--- src/rtl/arrow_spawner.sv ---
// -----------------------------------------------------------------------------
// arrow_spawner
//
// Upstream sequencer for the arrow stage. It decides when each arrow launches,
// and with which direction, speed and trajectory. It consumes the arrow's
// resolution (is_hit / hit_player) and keeps score, lives and the game-over
// flag. Only one arrow is in flight at a time.
//
// Ports
//   clk            in   1   system clock (pixel clock domain)
//   rst            in   1   synchronous, active-high reset
//   hcount_in      in  11   raster horizontal count
//   vcount_in      in  10   raster vertical count
//   start_in       in   1   start/restart request, level, sampled each cycle
//   is_hit_in      in   1   arrow resolved (blocked or hit the player)
//   hit_player_in  in   1   arrow struck the player (pulse)
//   valid_out      out  1   arrow active; its rising edge launches the arrow
//   direction_out  out  2   00 top, 01 bottom, 10 left, 11 right
//   speed_out      out  3   speed level 1..7
//   inversed_out   out  1   parabolic/inversed trajectory request
//   score_out      out  8   blocked-arrow count, saturating at 255
//   lives_out      out  3   remaining lives
//   game_over_out  out  1   high while the game is over
//
// Configuration macro
//   ARROW_FIXED_SEQ_EN  when defined, directions cycle 00,01,10,11,... in
//                       launch order and inversed_out is always 0. The LFSR
//                       keeps running but is not used. When undefined,
//                       direction and inversed come from the LFSR.
// -----------------------------------------------------------------------------
module arrow_spawner #(
  parameter int unsigned SPAWN_GAP = 60,       // initial gap in frames (<=255)
  parameter int unsigned MIN_GAP   = 20,       // gap floor as difficulty rises
  parameter int unsigned LIVES     = 3,        // lives at start (1..7)
  parameter int unsigned FLY_MAX   = 255,      // frame timeout of one flight
  parameter logic [15:0] LFSR_SEED = 16'hACE1  // must be nonzero
) (
  input  logic        clk,
  input  logic        rst,
  input  logic [10:0] hcount_in,
  input  logic [9:0]  vcount_in,
  input  logic        start_in,
  input  logic        is_hit_in,
  input  logic        hit_player_in,
  output logic        valid_out,
  output logic [1:0]  direction_out,
  output logic [2:0]  speed_out,
  output logic        inversed_out,
  output logic [7:0]  score_out,
  output logic [2:0]  lives_out,
  output logic        game_over_out
);

  localparam int unsigned GAP_W     = 8;
  localparam int unsigned FLY_W     = $clog2(FLY_MAX + 1);
  localparam logic [15:0] LFSR_MASK = 16'hB400;

  typedef enum logic [2:0] {
    ST_IDLE   = 3'd0,
    ST_GAP    = 3'd1,
    ST_FLY    = 3'd2,
    ST_SETTLE = 3'd3,
    ST_OVER   = 3'd4
  } state_e;

  // Registered state and outputs
  state_e             state_q;
  logic [15:0]        lfsr_q;
  logic [GAP_W-1:0]   gap_q;        // current spawn gap (shrinks with score)
  logic [GAP_W-1:0]   gap_cnt_q;    // frames left before the next launch
  logic [FLY_W-1:0]   fly_cnt_q;    // frames spent in the current flight
  logic [1:0]         fly_age_q;    // cycles in FLY, saturating at 2
  logic               settle_q;     // 0 = first SETTLE cycle, 1 = exit cycle
  logic               miss_q;       // hit_player seen during resolution
  logic               valid_q;
  logic [1:0]         dir_q;
  logic [2:0]         speed_q;
  logic               inv_q;
  logic [7:0]         score_q;
  logic [2:0]         lives_q;
  logic               over_q;
`ifdef ARROW_FIXED_SEQ_EN
  logic [1:0]         seq_q;        // launch index modulo 4
`endif

  // Next-state helpers
  logic               frame_tick;
  logic [15:0]        lfsr_d;
  logic [1:0]         launch_dir_d;
  logic               launch_inv_d;
  logic [2:0]         launch_speed_d;
  logic [7:0]         score_inc_d;
  logic [GAP_W-1:0]   gap_dn_d;
  logic [GAP_W-1:0]   gap_block_d;
  logic               miss_d;

  // Frame tick, LFSR step, launch attributes and scoring arithmetic
  always_comb begin
    frame_tick = (hcount_in == 11'd0) && (vcount_in == 10'd0);

    // Galois step: shift right, fold the mask in when a 1 falls out
    if (lfsr_q[0]) begin
      lfsr_d = {1'b0, lfsr_q[15:1]} ^ LFSR_MASK;
    end else begin
      lfsr_d = {1'b0, lfsr_q[15:1]};
    end

`ifdef ARROW_FIXED_SEQ_EN
    launch_dir_d = seq_q;
    launch_inv_d = 1'b0;
`else
    launch_dir_d = lfsr_q[1:0];
    // Only vertical directions (top/bottom) may fly inversed
    launch_inv_d = lfsr_q[2] & ~lfsr_q[1];
`endif

    // speed = 1 + score/8, capped at 7; below the cap score[7:6] is zero
    if (score_q[7:3] >= 5'd6) begin
      launch_speed_d = 3'd7;
    end else begin
      launch_speed_d = score_q[5:3] + 3'd1;
    end

    if (score_q == 8'hFF) begin
      score_inc_d = 8'hFF;
    end else begin
      score_inc_d = score_q + 8'd1;
    end

    if (gap_q >= GAP_W'(MIN_GAP + 2)) begin
      gap_dn_d = gap_q - GAP_W'(2);
    end else begin
      gap_dn_d = GAP_W'(MIN_GAP);
    end

    // Difficulty steps only on a real increment landing on a multiple of 8
    if ((score_q != 8'hFF) && (score_inc_d[2:0] == 3'd0)) begin
      gap_block_d = gap_dn_d;
    end else begin
      gap_block_d = gap_q;
    end

    // The exit cycle of SETTLE still contributes to the miss decision
    miss_d = miss_q | hit_player_in;
  end

  // Free-running LFSR; steps every clock regardless of game state
  always_ff @(posedge clk) begin
    if (rst) begin
      lfsr_q <= LFSR_SEED;
    end else begin
      lfsr_q <= lfsr_d;
    end
  end

  // Game sequencer: launch timing, flight supervision, scoring and lives
  always_ff @(posedge clk) begin
    if (rst) begin
      state_q   <= ST_IDLE;
      gap_q     <= GAP_W'(SPAWN_GAP);
      gap_cnt_q <= GAP_W'(SPAWN_GAP);
      fly_cnt_q <= '0;
      fly_age_q <= 2'd0;
      settle_q  <= 1'b0;
      miss_q    <= 1'b0;
      valid_q   <= 1'b0;
      dir_q     <= 2'd0;
      speed_q   <= 3'd1;
      inv_q     <= 1'b0;
      score_q   <= 8'd0;
      lives_q   <= 3'(LIVES);
      over_q    <= 1'b0;
`ifdef ARROW_FIXED_SEQ_EN
      seq_q     <= 2'd0;
`endif
    end else begin
      case (state_q)
        ST_IDLE: begin
          valid_q <= 1'b0;
          if (start_in) begin
            gap_cnt_q <= gap_q;
            state_q   <= ST_GAP;
          end
        end

        ST_GAP: begin
          valid_q <= 1'b0;
          if (frame_tick) begin
            // Launch on the tick that brings the count to zero
            if (gap_cnt_q <= GAP_W'(1)) begin
              gap_cnt_q <= '0;
              dir_q     <= launch_dir_d;
              inv_q     <= launch_inv_d;
              speed_q   <= launch_speed_d;
              valid_q   <= 1'b1;
              fly_cnt_q <= '0;
              fly_age_q <= 2'd0;
`ifdef ARROW_FIXED_SEQ_EN
              seq_q     <= seq_q + 2'd1;
`endif
              state_q   <= ST_FLY;
            end else begin
              gap_cnt_q <= gap_cnt_q - GAP_W'(1);
            end
          end
        end

        ST_FLY: begin
          if (fly_age_q != 2'd2) begin
            fly_age_q <= fly_age_q + 2'd1;
          end
          // The arrow still shows its previous is_hit for two cycles after
          // launch; a resolution wins over a coincident timeout tick.
          if ((fly_age_q == 2'd2) && is_hit_in) begin
            miss_q   <= hit_player_in;
            settle_q <= 1'b0;
            state_q  <= ST_SETTLE;
          end else if (frame_tick) begin
            if (fly_cnt_q >= FLY_W'(FLY_MAX - 1)) begin
              valid_q   <= 1'b0;
              gap_cnt_q <= gap_q;
              state_q   <= ST_GAP;
            end else begin
              fly_cnt_q <= fly_cnt_q + FLY_W'(1);
            end
          end
        end

        ST_SETTLE: begin
          if (!settle_q) begin
            settle_q <= 1'b1;
            miss_q   <= miss_d;
          end else begin
            valid_q <= 1'b0;
            if (miss_d) begin
              lives_q <= lives_q - 3'd1;
              if (lives_q <= 3'd1) begin
                over_q  <= 1'b1;
                state_q <= ST_OVER;
              end else begin
                gap_cnt_q <= gap_q;
                state_q   <= ST_GAP;
              end
            end else begin
              score_q   <= score_inc_d;
              gap_q     <= gap_block_d;
              gap_cnt_q <= gap_block_d;
              state_q   <= ST_GAP;
            end
          end
        end

        ST_OVER: begin
          valid_q <= 1'b0;
          if (start_in) begin
            lives_q   <= 3'(LIVES);
            score_q   <= 8'd0;
            gap_q     <= GAP_W'(SPAWN_GAP);
            gap_cnt_q <= GAP_W'(SPAWN_GAP);
            over_q    <= 1'b0;
            state_q   <= ST_GAP;
          end
        end

        default: begin
          valid_q <= 1'b0;
          over_q  <= 1'b0;
          state_q <= ST_IDLE;
        end
      endcase
    end
  end

  assign valid_out     = valid_q;
  assign direction_out = dir_q;
  assign speed_out     = speed_q;
  assign inversed_out  = inv_q;
  assign score_out     = score_q;
  assign lives_out     = lives_q;
  assign game_over_out = over_q;

endmodule

--- config.mk ---
export PLATFORM = sky130hd
export DESIGN_NAME = arrow_spawner
export DESIGN_NICKNAME = d
export VERILOG_FILES = /design/src/rtl/arrow_spawner.sv
export SDC_FILE = /design/constraint.sdc
export NUM_CORES = 1
export LEC_CHECK = 0
export BUFFER_PORTS_ARGS = -buffer_cell sky130_fd_sc_hd__buf_2
export CORE_ASPECT_RATIO = 1.5
export CORE_MARGIN = 2
export CORE_UTILIZATION = 52
export CTS_CLUSTER_DIAMETER = 40
export DETAILED_ROUTE_END_ITERATION = 8
export PLACE_DENSITY = 0.76
export SLEW_MARGIN = 30
export SYNTH_ARGS = -nofsm -noshare
export SYNTH_HDL_FRONTEND = slang
export SYNTH_SLANG_ARGS = --single-unit
--- constraint.sdc ---
create_clock -name clk -period 2.47 [get_ports clk]
set_clock_uncertainty 0.15 [all_clocks]
set_input_delay 0.1235 -clock clk [delete_from_list [all_inputs] [get_ports clk]]
set_output_delay 0.1235 -clock clk [all_outputs]
set_load 0.005 [all_outputs]
==> results.py, run 1 <==
metrics = {
    "run_status": {
        "outcome": "finished clean",
    },
    "clock_tree": {
        "clk_transition_reported_paths_ns": 0.08,
        "ctsHtreeMaxLevel": 3,
        "cts_tree": "done",
        "clock_path_buffers": 2,
        "numCtsBuffers": 9,
        "cts.sinks": 66,
        "root_buffer": "clkbuf_8",
        "clk_latency_ns": 0.35,
    },
    "synth": {
        "synth.distinct_cells": 66,
        "post_synth_xor_area_fraction_pct": 1.70,
        "synth_seq_cells": 66,
        "ys.flop_type": "dfxtp_1",
        "synth_nets": 480,
        "synth_area_um2": 3600,
        "ys_async_sr_fraction_pct": 0,
        "synth_compound_area_share_pct": 23.3,
        "yosys_warnings": 0,
        "synth.area.mux_share_pct": 0.592,
        "syn_inst": 443,
        "synth_top_family_by_area": "simple AND/OR/NAND/NOR gates",
        "avgSynthCellArea_um2": 8.12,
        "synth_simple_gate_area_share_pct": 28.7,
        "synth_edf_count": 0,
        "ys_seq_area_share_pct": 36.7,
        "synthAdderAreaFrac_pct": 3.83,
    },
    "grt": {
        "grt_usage_pct": 26.6,
        "antenna_found_initial": 0,
        "grt_pass1_vias": 3546,
        "grt-ovfl-total": 0,
        "grt_max_degree": 35,
        "grt_pass1_wl_um": 16200,
    },
    "power": {
        "internal_power_w": 0.00167,
        "power_frac_seq_pct": 49.1,
        "swShare_pct": 26.4,
        "p_clk_share_pct": 41.5,
        "power.density_nw_per_um2": 508,
        "ir_drop_uv": 635,
        "p_leak_nw": 1.69,
        "combPwrFrac_pct": 9.4,
        "p_switching_w": 0.000599,
    },
    "critical_path": {
        "reg2reg_slack_ns": 0.04,
        "cp-end-kind": "flop",
        "timing.rr.start": "score_out[0]",
        "path_cells": "ha_4, nor2b_1, or4b_1, or2_0, buf_6, a21oi_2, o21ai_1, o41a_1",
        "startpoint": "score_out[0]",
        "cp_num_buf_inv": 1,
        "cp_slowest_cell": "or4b_1",
        "critPathLaunchType": "flop",
        "critical_path.top_delay_family": "simple AND/OR/NAND/NOR gates",
        "r2r_cells": 8,
        "crit_type": "flop to flop",
        "critPathMaxFanout": 10,
        "reg2reg_to": "gap_cnt_q[2]",
        "critPathArrivalTime_ns": 2.51,
        "slowest_delay_ns": 0.48,
        "cp.required_ns": 2.55,
    },
    "floorplanning": {
        "rows": 37,
        "fp.dieH_um": 106,
        "io_pins": 45,
        "die_w_um": 71.9,
        "initial_utilization_pct": 53.2,
        "core_um2": 6760,
        "die_area_um2": 7610,
    },
    "finish": {
        "finalNonFillerCells": 608,
        "area_growth_pct": 24.0,
        "layout-drive-gt1-share_pct": 27.2,
        "fin_nets": 562,
        "n_antenna_cell": 0,
        "fillers": 585,
        "fin_util_pct": 66.0,
    },
    "timing": {
        "period_share_pct": 98.2,
        "worst_slew_pin_slew_ns": 0.673,
        "rsz0062_at_grt": "true",
        "drv_slew": 0,
        "fmax_ghz": 0.412,
        "hold_viol": 0,
        "finalSetupViolations": 0,
        "layout_setup_ws_ns": 0.0442,
        "tns_ns": 0,
        "max_slew_margin_pct": 55.1,
        "min_period_ns": 2.43,
    },
    "place": {
        "post-dp-hpwl_um": 6880,
        "port_buffers": 44,
        "pre_cts_slack_ns": 0.00992,
        "placedCellCount": 586,
        "gp_congestion": 0.939,
    },
    "drt": {
        "wl_um": 9850,
        "post_drt_wl_per_cell_um": 16.2,
        "vias_per_cell": 6.11,
        "drc": 0,
        "drt-initial-drc-count": 321,
        "via_count": 3714,
        "ant_nets": 0,
        "drtPass1Iterations": 5,
    },
    "min_path": {
        "holdPathStages": 4,
        "hold_path.startpoint": "is_hit_in",
        "holdPathEnd": "state_q[0]",
        "hold_class": "input pin to flop",
    },
    "run": {
        "drv_cap": 0,
    },
}
placed cells by master, fill, tap and decap left out, types with 10 or more instances in the layout:
cell type / n
a31oi_1: 10
buf_2: 44
inv_1: 12
nor2b_1: 13
o21ai_0: 24
nor2_1: 52
buf_4: 48
a21oi_1: 34
nand2_1: 29
nor3_1: 26
nand3_1: 10
dfxtp_1: 63
how the worst max path moves through the flow:
stage,cells after the start,endpoint
floorplan,8,gap_cnt_q[6]
global placement,7,gap_cnt_q[4]
detailed placement,7,gap_cnt_q[6]
CTS,7,gap_cnt_q[3]
global route,6,fly_cnt_q[6]
finish,8,gap_cnt_q[2]
final cells by class:
cell class                 count  area, µm²  share of cell area [%]
sequential                    66       1330                    29.8
clock inverter                 7       76.3                    1.71
timing repair buffer          95        612                    13.7
clock buffer                   9        124                    2.78
inverter                      12       45.0                    1.01
tap                           78       97.6                    2.19
multi-input combinational    341       2180                    48.8
power groups by stage:
stage	logic, W	clock network (W)	registers [W]
2_1_floorplan	0.000135	0	0.00113
3_3_place_gp	0.000199	0	0.00114
3_5_place_dp	0.000202	0	0.00114
4_1_cts	0.000206	0.000948	0.00111
5_1_grt	0.000234	0.000992	0.00112
6_report	0.000213	0.000939	0.00111
stage by stage:
step                      area (µm²)  power [W]  hold slack, ns
final                           4460    0.00226           0.107
after CTS                       4340    0.00227          0.0765
after global placement          4120    0.00134           0.247
after global routing            4460    0.00234           0.151
after detailed placement        4120    0.00134           0.248
after floorplan                 3600    0.00127           0.110
cells by family (layout without fill, tap and decap cells):
group | Yosys count | after routing
xor+xnor | 7 | 7
fa+ha+maj | 11 | 11
simple gates | 196 | 196
buf+inv | 36 | 123
mux | 2 | 2
compound gates | 125 | 125
flops | 66 | 66
state kept, by name (all words and copies together), names as in the netlist:
name           flops
gap_cnt_q          8
miss_q             1
valid_out          1
game_over_out      1
settle_q           1
direction_out      2
fly_age_q          2
lfsr_q            16
gap_q              8
state_q            3
lives_out          3
inversed_out       1
speed_out          3
score_out          8
fly_cnt_q          8
synthesized netlist by cell type (3+ instances only):
cell      number  area, µm²
nor4_1         4       25.0
o32ai_1        3       26.3
nand3b_1       3       22.5
buf_6          5       56.3
o21ai_0       26        130
and3_1         3       18.8
o211ai_1       7       52.6
a21oi_1       36        180
or2_2          8       50.1
ha_1          11        138
o22ai_1        3       18.8
dfxtp_1       66       1320
nand4_1        5       31.3
or3_1          9       56.3
nor3_1        27        135
nand3_1       10       50.1
nand2b_1       8       50.1
nor3b_1        6       45.0
a221o_1        5       50.1
nor2_1        52        195
nor2b_1       13       81.3
clkbuf_1      15       56.3
a31oi_1       10       62.6
o21a_1         4       30.0
inv_1         12       45.0
xnor2_1        6       52.6
a211oi_1       8       60.1
nand2_1       29        109
timing repair:
item	in CTS	in global routing
endpoints found under the setup margin	1	16
setup buffers	0	4
resized for setup	0	18
hold buffers	2	0
pin swaps	1	3
hold endpoints to repair	2	0
layer usage:
layer | up-vias | track usage, % | wire length [µm]
met4 | 0 | 15.2 | 432
met5 | - | 0 | 0
met2 | 137 | 43.3 | 4960
met1 | 1738 | 32.2 | 3980
met3 | 49 | 4.97 | 477
li1 | 1790 | - | -
worst register-to-register path, cell delays in order (launching register included):
cell     delay (ns)
dfxtp_4        0.36
ha_4           0.16
nor2b_1        0.14
or4b_1         0.48
or2_0          0.23
buf_6          0.16
a21oi_2        0.15
o21ai_1        0.09
o41a_1         0.38
Power figures use the tool's default switching activity.
==> run 2, diff against run 1 <==
--- a/config.mk
+++ b/config.mk
@@ -11,7 +11,7 @@
 export CORE_UTILIZATION = 52
 export CTS_CLUSTER_DIAMETER = 40
 export DETAILED_ROUTE_END_ITERATION = 8
-export PLACE_DENSITY = 0.76
+export PLACE_DENSITY_LB_ADDON = 0.25
 export SLEW_MARGIN = 30
 export SYNTH_ARGS = -nofsm -noshare
 export SYNTH_HDL_FRONTEND = slang
==> run 2 against run 1 <==
  * First-iteration DRC count is 17% higher
  * Utilization down 0.98 points
  * Critical path depth unchanged
  * Via count decreased by 1.9%
  * Critical path type unchanged
  * Critical endpoint is now gap_cnt_q[1]
  * Largest cell class unchanged
  * Highest routed layer unchanged
==> results.py, run 2 (synthesized netlist as in run 1, its figures left out) <==
metrics = {
    "place": {
        "port_buffers": 44,
        "gp_congestion": 0.892,
        "pre_cts_slack_ns": -0.0133,
        "post-dp-hpwl_um": 6820,
    },
    "critical_path": {
        "cp_num_buf_inv": 1,
        "cp-end-kind": "flop",
        "critPathLaunchType": "flop",
        "cp_slowest_cell": "or4b_4",
        "critical_path.top_delay_family": "simple AND/OR/NAND/NOR gates",
        "path_cells": "ha_4, nor2b_1, or4b_4, or2_1, buf_6, o31ai_1, a211oi_1, o31a_1",
        "slowest_delay_ns": 0.48,
        "critPathMaxFanout": 10,
        "crit_type": "flop to flop",
        "critPathArrivalTime_ns": 2.50,
        "cp.required_ns": 2.56,
        "r2r_cells": 8,
        "path_depth": 8,
    },
    "finish": {
        "mostFrequentLayoutCell": "dfxtp_1",
        "largest_register": "lfsr_q",
        "layout-drive-gt1-share_pct": 25.8,
        "largest_reg_flops": 16,
        "mostFrequentLayoutCells": "62 x dfxtp_1, 52 x nor2_1, 45 x buf_4, 44 x buf_2, 36 x a21oi_1",
        "area_growth_pct": 22.2,
        "n_antenna_cell": 0,
        "fin_nets": 559,
        "fillers": 594,
    },
    "floorplanning": {
        "die_area_um2": 7610,
        "initial_utilization_pct": 53.2,
        "core_um2": 6760,
        "rows": 37,
        "fp.dieH_um": 106,
        "io_pins": 45,
        "die_w_um": 71.9,
    },
    "drt": {
        "wl_um": 9330,
        "post_drt_wl_per_cell_um": 15.4,
        "via_count": 3643,
        "drc": 0,
        "drtPass1Iterations": 6,
        "ant_nets": 0,
        "vias_per_cell": 6.02,
        "drt-initial-drc-count": 374,
    },
    "timing": {
        "period_share_pct": 97.5,
        "tns_ns": 0,
        "fmax_ghz": 0.415,
        "worst_slew_pin_slew_ns": 0.674,
        "rsz0062_at_grt": "true",
        "drv_slew": 0,
        "finalSetupViolations": 0,
        "layout_setup_ws_ns": 0.0620,
        "hold_viol": 0,
        "min_period_ns": 2.41,
        "max_slew_margin_pct": 55.0,
    },
    "min_path": {
        "hold_class": "input pin to flop",
        "holdPathStages": 4,
    },
    "power": {
        "power_w": 0.00229,
        "ir_drop_uv": 516,
        "p_leak_nw": 1.68,
        "power.density_nw_per_um2": 521,
    },
    "clock_tree": {
        "post_cts_buffers": 0,
        "root_buffer": "clkbuf_8",
        "numCtsBuffers": 9,
        "cts_tree": "done",
        "clk_latency_ns": 0.35,
        "clk_transition_reported_paths_ns": 0.08,
        "ctsHtreeMaxLevel": 3,
        "cts.sinks": 66,
        "clock_path_buffers": 2,
    },
    "grt": {
        "grt_max_degree": 36,
        "grt_usage_pct": 25.6,
        "grt_pass1_vias": 3539,
        "grt_pass1_wl_um": 15600,
        "antenna_found_initial": 0,
        "grt-ovfl-total": 0,
    },
    "run": {
        "drv_cap": 0,
    },
    "run_status": {
        "outcome": "finished clean",
    },
}
[run 2: cell count changes in the layout (fill, tap and decap cells not counted), sizes merged]
cell / change
inv: +1
clkinv: -2
buf: -3
clkinvlp: +1
[run 2: per-layer routing]
| layer | global-route usage (%) | vias to the layer above | part of all wire, % |
|---|---|---|---|
| met4 | 14.2 | 0 | 3.7 |
| met2 | 42.7 | 126 | 50 |
| li1 | - | 1781 | - |
| met1 | 30.5 | 1698 | 41 |
| met5 | 0 | - | 0 |
| met3 | 4.59 | 38 | 5.0 |
[run 2: timing repair]
item | in CTS | in global routing
hold endpoints to repair | 2 | 0
pin swaps | 1 | 7
gates resized for setup | 0 | 11
setup endpoints to repair | 1 | 13
hold buffers | 2 | 0
[run 2: through the flow]
step,cells,hold slack (ns),cell area [µm²],util [%]
4_1_cts,605,0.0796,4350,64.4
3_5_place_dp,587,0.252,4130,61.0
2_1_floorplan,443,0.110,3600,-
3_3_place_gp,587,0.247,4130,61.0
6_report,605,0.0889,4390,65.0
5_1_grt,605,0.103,4390,65.0
[run 2: cell type report]
type,count,area [µm²],share of cell area [%]
multi-input combinational,341,2130,48.4
sequential,66,1330,30.2
timing repair buffer,92,589,13.4
clock buffer,9,124,2.82
tap,78,97.6,2.22
clock inverter,7,83.8,1.91
inverter,12,45.0,1.03
[run 2: path summary, 6_finish.rpt]
check                from           end  slack, ns
max          score_out[0]  gap_cnt_q[1]       0.06
min             is_hit_in    state_q[0]       0.09
max reg2reg  score_out[0]  gap_cnt_q[1]       0.06
min reg2reg     lfsr_q[7]     lfsr_q[6]       0.27
[run 2: worst min-delay path, delay by kind of cell]
kind / cells / cell delay (ns)
compound gates: 2 / 0.20
buf+inv: 1 / 0.09
simple gates: 1 / 0.12
[run 2: power by group]
group | switching [W] | total (W) | leakage (nW) | internal, W
Sequential | 0.0000223 | 0.00111 | 0.540 | 0.00109
Clock | 0.000482 | 0.000967 | 0.103 | 0.000485
Combinational | 0.000109 | 0.000206 | 1.04 | 0.0000975
Total | 0.000613 | 0.00229 | 1.68 | 0.00168
